### config.mk
export PLATFORM = sky130hd
export DESIGN_NAME = button_event_arbiter
export DESIGN_NICKNAME = d
export VERILOG_FILES = /design/src/rtl/button_event_arbiter.sv
export SDC_FILE = /design/constraint.sdc
export NUM_CORES = 1
export LEC_CHECK = 0
export CAP_MARGIN = 20
export CORE_MARGIN = 8
export CORE_UTILIZATION = 30
export DETAILED_ROUTE_END_ITERATION = 7
export GPL_TIMING_DRIVEN = 0
export SLEW_MARGIN = 20
export SYNTH_ARGS = -nofsm -noshare
export SYNTH_HDL_FRONTEND = slang
export SYNTH_SLANG_ARGS = --single-unit
### constraint.sdc
create_clock -name clk -period 7.1 [get_ports clk]
set_clock_uncertainty 0.1 [all_clocks]
set_input_delay 1.42 -clock clk [delete_from_list [all_inputs] [get_ports clk]]
set_output_delay 1.42 -clock clk [all_outputs]
set_load 0.02 [all_outputs]
### src/rtl/button_event_arbiter.sv
// Turns debounced button edges into press (and optionally release) events and
// serialises them round-robin over a valid/ready stream. Option macro: BTN_RELEASE_EVT_EN.
module button_event_arbiter #(
    parameter int N_BTN = 8,
    parameter int IDX_W = 3
) (
    input  logic             clk,
    input  logic             rst,
    input  logic [N_BTN-1:0] lvl,
    output logic             evt_valid,
    input  logic             evt_ready,
    output logic [IDX_W-1:0] evt_idx,
    output logic             evt_press,
    output logic             overrun,
    input  logic             clr_overrun
);

    typedef enum logic {IDLE, OFFER} state_t;

    state_t             state_q, state_d;
    logic [N_BTN-1:0]   lvl_prev_q;
    logic [N_BTN-1:0]   pend_p_q, pend_p_d;
    logic [N_BTN-1:0]   rise, slot_pend, ld_oh, p_after;
    logic [IDX_W-1:0]   evt_idx_q, evt_idx_d;
    logic [IDX_W-1:0]   rr_ptr_q, rr_ptr_d;
    logic [IDX_W-1:0]   nxt_ptr, base, win, win_hi, win_lo;
    logic               any_pend, hi_found, load_en, ovr_set;
    logic               overrun_q, overrun_d;

    assign rise    = lvl & ~lvl_prev_q;
    assign nxt_ptr = (evt_idx_q == IDX_W'(N_BTN - 1)) ? '0 : evt_idx_q + 1'b1;
    assign base    = (state_q == OFFER) ? nxt_ptr : rr_ptr_q;

`ifdef BTN_RELEASE_EVT_EN
    logic [N_BTN-1:0] pend_r_q, pend_r_d, fall, ld_p, ld_r, r_after, cancel;
    logic             evt_press_q, evt_press_d;

    assign fall      = ~lvl & lvl_prev_q;
    assign slot_pend = pend_p_q | pend_r_q;
`else
    assign slot_pend = pend_p_q;
`endif

    // Round-robin: lowest pending index >= base, else lowest pending overall.
    always_comb begin
        win_hi   = '0;
        win_lo   = '0;
        hi_found = 1'b0;
        for (int i = N_BTN - 1; i >= 0; i--) begin
            if (slot_pend[i]) begin
                win_lo = IDX_W'(i);
                if (IDX_W'(i) >= base) begin
                    win_hi   = IDX_W'(i);
                    hi_found = 1'b1;
                end
            end
        end
        win      = hi_found ? win_hi : win_lo;
        any_pend = |slot_pend;
    end

    always_comb begin
        state_d   = state_q;
        evt_idx_d = evt_idx_q;
        rr_ptr_d  = rr_ptr_q;
        load_en   = 1'b0;
        case (state_q)
            IDLE: begin
                if (any_pend) begin
                    load_en   = 1'b1;
                    evt_idx_d = win;
                    state_d   = OFFER;
                end
            end
            OFFER: begin
                if (evt_ready) begin
                    rr_ptr_d = nxt_ptr;
                    if (any_pend) begin
                        load_en   = 1'b1;
                        evt_idx_d = win;
                    end else begin
                        state_d = IDLE;
                    end
                end
            end
            default: state_d = IDLE;
        endcase
    end

    always_comb begin
        ld_oh = '0;
        if (load_en) ld_oh[win] = 1'b1;
    end

`ifdef BTN_RELEASE_EVT_EN
    // A slot with both bits pending emits the press first; the release stays queued.
    assign ld_p    = ld_oh & pend_p_q;
    assign ld_r    = ld_oh & ~pend_p_q;
    assign p_after = pend_p_q & ~ld_p;
    assign r_after = pend_r_q & ~ld_r;
    // Re-press before the release went out: net level unchanged, drop the release.
    assign cancel  = rise & ~p_after & r_after;

    always_comb begin
        pend_p_d    = p_after | (rise & ~r_after);
        pend_r_d    = (r_after & ~cancel) | fall;
        ovr_set     = |((rise & p_after) | cancel | (fall & r_after));
        evt_press_d = load_en ? pend_p_q[win] : evt_press_q;
    end

    always_ff @(posedge clk or negedge rst) begin
        if (!rst) begin
            pend_r_q    <= '0;
            evt_press_q <= 1'b0;
        end else begin
            pend_r_q    <= pend_r_d;
            evt_press_q <= evt_press_d;
        end
    end

    assign evt_press = evt_press_q;
`else
    assign p_after = pend_p_q & ~ld_oh;

    always_comb begin
        pend_p_d = p_after | rise;
        ovr_set  = |(rise & p_after);
    end

    assign evt_press = 1'b1;
`endif

    // Set beats clear so a merge in the clearing cycle is never lost.
    assign overrun_d = ovr_set ? 1'b1 : (clr_overrun ? 1'b0 : overrun_q);

    always_ff @(posedge clk or negedge rst) begin
        if (!rst) begin
            state_q    <= IDLE;
            lvl_prev_q <= '0;
            pend_p_q   <= '0;
            evt_idx_q  <= '0;
            rr_ptr_q   <= '0;
            overrun_q  <= 1'b0;
        end else begin
            state_q    <= state_d;
            lvl_prev_q <= lvl;
            pend_p_q   <= pend_p_d;
            evt_idx_q  <= evt_idx_d;
            rr_ptr_q   <= rr_ptr_d;
            overrun_q  <= overrun_d;
        end
    end

    assign evt_valid = (state_q == OFFER);
    assign evt_idx   = evt_idx_q;
    assign overrun   = overrun_q;

endmodule

# == Yosys cells after proc, flatten, opt, wreduce, memory -nomap -nowiden ==
# Cells that the tools add are included.
# totals
register_bits,24
input_bits,12
output_inout_bits,6
# classes
n_addsub,1
order_cmp,10
n_eq_ne,2
muxes,56
bitwise,7
reduce_logical,5
# ops
cell,n
2-to-1 mux 3 bit,29
AND 8 bit,3
2-to-1 mux 1 bit,22
inverter 8 bit,2
OR reduction 8 bit,2
greater-or-equal comparator 3 bit (first input constant),4
2-to-1 mux 8 bit,1
bitwise OR 8 bit,1
greater-or-equal comparator 1 x 3 -> 1 bit (first input constant),2
greater-or-equal comparator 2 x 3 -> 1 bit (first input constant),2
one-hot mux 3 bit (2 select lines),1
less-than comparator 3 x 4 -> 1 bit (second input constant),1
one-hot mux 1 bit (2 select lines),2
adder 3 x 1 -> 3 bit (second input constant),1
demux 1 bit (select 3 bit),1
equality test 3 bit (second input constant),1
greater-or-equal comparator 3 x 1 -> 1 bit (second input constant),1
!= test 2 bit (second input constant),1
AND reduction 2 bit,1
nonzero test 2 bit,1
logical AND 1 bit,1
inverter 1 bit,1

# == Longest topological paths before layout ==
# logic_depth
depth_word,31
mapped_depth,10
depth_no_buf,10

# == Worst setup path before layout ==
# Ideal clock, no wire load.
# synth_timing
path_type,reg2reg
startpoint,"register evt_idx_q[0], in the netlist evt_idx[0]"
endpoint,"register overrun_q, in the netlist overrun"
setup_ns,0.134
arrival_ns,2.853
path_slack_ns,4.014
stages_incl_launch_ff,11
n_path_buf,0
synth_period_minus_slack_ns,3.086
path_cell_list,dfrtp_1 > ha_1 > ha_1 > or3b_1 > and2_4 > o311ai_4 > a31o_1 > or4b_4 > nand2b_1 > a221oi_1 > nand4_1
# synth_via
elab_chain_len,31
word_cells_on_any_way,57
# synth_rtl
item,line_no,text
start: declaration,24,"logic [IDX_W-1:0] evt_idx_q, evt_idx_d;"
start signal: assignment,148,evt_idx_q <= evt_idx_d;
adder 3 x 1 -> 3 bit / equality test 3 bit (equally long branches),31,assign nxt_ptr = (evt_idx_q == IDX_W'(N_BTN - 1)) ? '0 : evt_idx_q + 1'b1;
2-to-1 mux 3 bit (*),31,
2-to-1 mux 3 bit (*),32,assign base = (state_q == OFFER) ? nxt_ptr : rr_ptr_q;
greater-or-equal comparator 3 bit,52,if (IDX_W'(i) >= base) begin
2-to-1 mux 3 bit / 2-to-1 mux 1 bit (equally long branches),52,
2-to-1 mux 3 bit / 2-to-1 mux 1 bit (equally long branches),50,if (slot_pend[i]) begin
2-to-1 mux 3 bit / 2-to-1 mux 1 bit (equally long branches),52,
2-to-1 mux 3 bit / 2-to-1 mux 1 bit (equally long branches),50,
[... 15 more ...],--,
2-to-1 mux 1 bit (not written as such),92,if (load_en) ld_oh[win] = 1'b1;
demux 1 bit (select 3 bit) (*),92,
2-to-1 mux 8 bit (*),92,
inverter 8 bit (*),123,assign p_after = pend_p_q & ~ld_oh;
AND 8 bit (*),123,
AND 8 bit (*),127,ovr_set = |(rise & p_after);
OR reduction 8 bit (*),127,
2-to-1 mux 1 bit / nonzero test 2 bit (equally long branches),--,
end signal: assignment,150,overrun_q <= overrun_d;
end: declaration,28,"logic overrun_q, overrun_d;"
# Every way passes the cells marked *; elsewhere a longest branch is shown, timed or not.
# A chain may end at the register's enable or synchronous reset.

# == Final worst setup path ==
# layout_timing
startpoint,input evt_ready
endpoint,"register overrun_q, in the netlist overrun"
# layout_via
elab_chain_len,8
word_cells_on_any_way,9
# layout_rtl
item,line_no,text
start: declaration,11,"input logic evt_ready,"
2-to-1 mux 1 bit (*),76,if (evt_ready) begin
one-hot mux 1 bit (2 select lines) (*),67,case (state_q)
2-to-1 mux 8 bit (*),92,
inverter 8 bit (*),123,
AND 8 bit (*),123,
AND 8 bit (*),127,
OR reduction 8 bit (*),127,
2-to-1 mux 1 bit / nonzero test 2 bit (equally long branches),--,
# Marks and branches as above.

==> flow_summary.toml <==
[logic_synthesis]
ys_ff_latch = 24
synth_area_leaders = "dfrtp_1, o21ai_0, inv_1"
syn_area_sq_mm = 0.00142
synthMuxAreaShare = 0.0528
synthSimpleGateAreaFrac = 0.213
synthFlopType = "dfrtp_1"
yosys_warnings = 0
yosysTopAreaCellShare = 0.422
async_flop_share = 1.00
synth-adder-area-share = 0.0176
synth-edff-count = 0
synth_compound_area_frac = 0.239
synth_top_family_by_area = "compound AO/OA/AOI/OAI gates"
synth-seq-area-share = 0.422
yosys-top-cells-count = "dfrtp_1, o21ai_0, inv_1"
synth_area_leader_cell = "dfrtp_1"
synthCells = 154
synth_most_common_cell = "dfrtp_1"
synth_xor_area_frac = 0
syn_nets = 168
synth_area_per_cell_sq_um = 9.24
synth_cell_types = 48

[floorplan]
io_pins = 18
die_w_um = 84.9
coreArea_sq_mm = 0.00466
die_area_sq_mm = 0.00720
die_h_um = 84.9
initial_core_util = 0.305
row_count = 25

[hold_path]
min_path_type = "reg -> reg"
min_path_cells = 1
min_to = "pend_p_q[4]$_DFF_PN0_"
holdCritStartpoint = "lvl_prev_q[4]$_DFF_PN0_"

[worst_setup_path]
required_ns = 7.15
crit_family = "simple AND/OR/NAND/NOR gates"
setup.worst_path.end_class = "flop"
r2r_cells = 10
critical-path-max-stage-delay_ns = 0.57
r2r_end = "overrun$_DFFE_PN0P_"
crit_buf_inv = 1
rrSetupSlack_ns = 3.82
r2r-start = "evt_idx[0]$_DFFE_PN0P_"
crit_chain = "clkdlybuf4s50_1 -> nand2b_1 -> nand2_1 -> or4b_1 -> a21oi_1 -> o221ai_1 -> a221oi_1 -> nand4_1"
slowest_stage = "or4b_1"
startpoint_type = "input port"
crit_fanout = 8
arrival_ns = 3.47
path_class = "in -> reg"

[clock_network]
post-cts-setup-buffers = 0
htreeDepth = 1
worstSkewPairLatency_ns = 0.27
path_clk_slew_ns = 0.09
cts_hold_buf = 0
cts.path.max_buffers = 2
cts-root-buf = "clkbuf_8"
numCtsBuffers = 3
cts_tree = "yes"
ctsResizeCount = 0
cts_sinks = 24

[timing]
finalSetupViolations = 0
finalSetupTns_ns = 0
slew_violations = 0
post-route-min-period_ns = 3.42
max_slew_margin = 0.615
timing.fmax_mhz = 292
finalHoldViolCount = 0
rsz0062_at_grt = "no"
timing.final.crit_share = 0.482
tightest_slew_ns = 0.572

[power]
fin_total_pwr_mw = 0.790
ir_drop_uv = 196
powerDensity_mw_per_mm2 = 460
p_leak_nw = 0.741

[placed_design]
port_buffers = 16
dp_hpwl_um = 2600
place.gp.congestion = 0.827

[drt]
ant_nets = 0
drc = 0
drt-initial-drc-count = 63
drt_wl_total_um = 3280
vias = 1214
wl_per_cell_um = 14.4
drt-pass1-iter-count = 4
vias_per_cell = 5.32

[final_layout]
fin_nets = 189
area_growth_pct = 20.7
drive_above_1_share = 0.0862
diodes = 0
fill_cells = 473

[global_routing]
grt_max_degree = 25
antenna_found_initial = 0
grt.total_usage = 0.101
grt_overflow = 0
grt_pass1_wl_um = 6000
grt_pass1_vias = 1232

[run]
maxCapViolCount = 0

[status]
status = "finished, final reports clean"
-- power by group --
group	internal, mW	switching [mW]	total [mW]
Clock	0.0754	0.0464	0.122
Combinational	0.194	0.246	0.440
Sequential	0.176	0.0520	0.228
-- cell usage in the layout, fill, tap and decap left out, types with 2 or more instances in the layout --
master	count
a21oi_1	3
a31oi_1	2
and2_1	2
clkbuf_1	2
clkbuf_8	3
clkdlybuf4s50_1	15
dfrtp_1	24
ha_1	2
inv_1	16
mux2_2	4
mux2i_1	3
nand2_1	13
nand2b_1	5
nand3_1	2
nand3b_1	4
nand4_1	4
nor2_1	5
nor3_1	3
nor3b_1	4
o211ai_1	2
o21a_1	2
o21ai_0	21
o311ai_0	3
or2_2	2
-- layout make-up --
class                   count  area (sq um)  area share
well taps                  54          67.6      0.0394
clock buffers               3          41.3      0.0241
inverters                  16          60.1      0.0350
repair buffers             16           155      0.0904
clock inverters             1          30.0      0.0175
flip-flops and latches     24           601       0.350
multi-input cells         111           747       0.435
plain buffers               3          15.0     0.00875
-- metrics by stage --
stage	instances	cell area, sq um	utilization	worst slack (ns)	hold WS (ns)
after floorplan	154	1420	-	4.01	0.315
after global placement	224	1650	0.354	3.36	0.325
after detailed placement	224	1650	0.354	3.35	0.330
after CTS	228	1720	0.369	3.64	0.343
after global routing	228	1720	0.368	3.47	0.370
final	228	1720	0.368	3.68	0.342
-- cells by family (layout without fill, tap and decap cells) --
logic type      after synthesis  count (layout)
compound gates               49              49
simple gates                 52              52
fa+ha+maj                     2               2
mux                           7               7
buf+inv                      19              39
other cells                   1               1
flops                        24              24
-- sequential cells by signal, summed over array words and instances, names as in the netlist --
register and count:
lvl_prev_q 8, pend_p_q 8, overrun 1, evt_idx 3, evt_valid 1, rr_ptr_q 3
-- layer usage --
layer,vias to the layer above,routed length [um],global-route usage
met2,27,1480,0.159
met4,0,27,0.0243
met1,575,1630,0.132
li1,610,-,-
met3,2,151,0.0290
met5,-,0,0
-- worst max path at each step --
stage	from	to	depth (start not counted)	slack, ns
after detailed placement	evt_ready	overrun$_DFFE_PN0P_	8	3.35
after global routing	evt_ready	overrun$_DFFE_PN0P_	8	3.47
after floorplan	evt_idx[0]$_DFFE_PN0P_	overrun$_DFFE_PN0P_	10	4.01
after CTS	evt_ready	overrun$_DFFE_PN0P_	8	3.64
after global placement	evt_ready	overrun$_DFFE_PN0P_	8	3.36
final	evt_ready	overrun$_DFFE_PN0P_	8	3.68
Note: power is estimated with default switching activity, not from simulation.
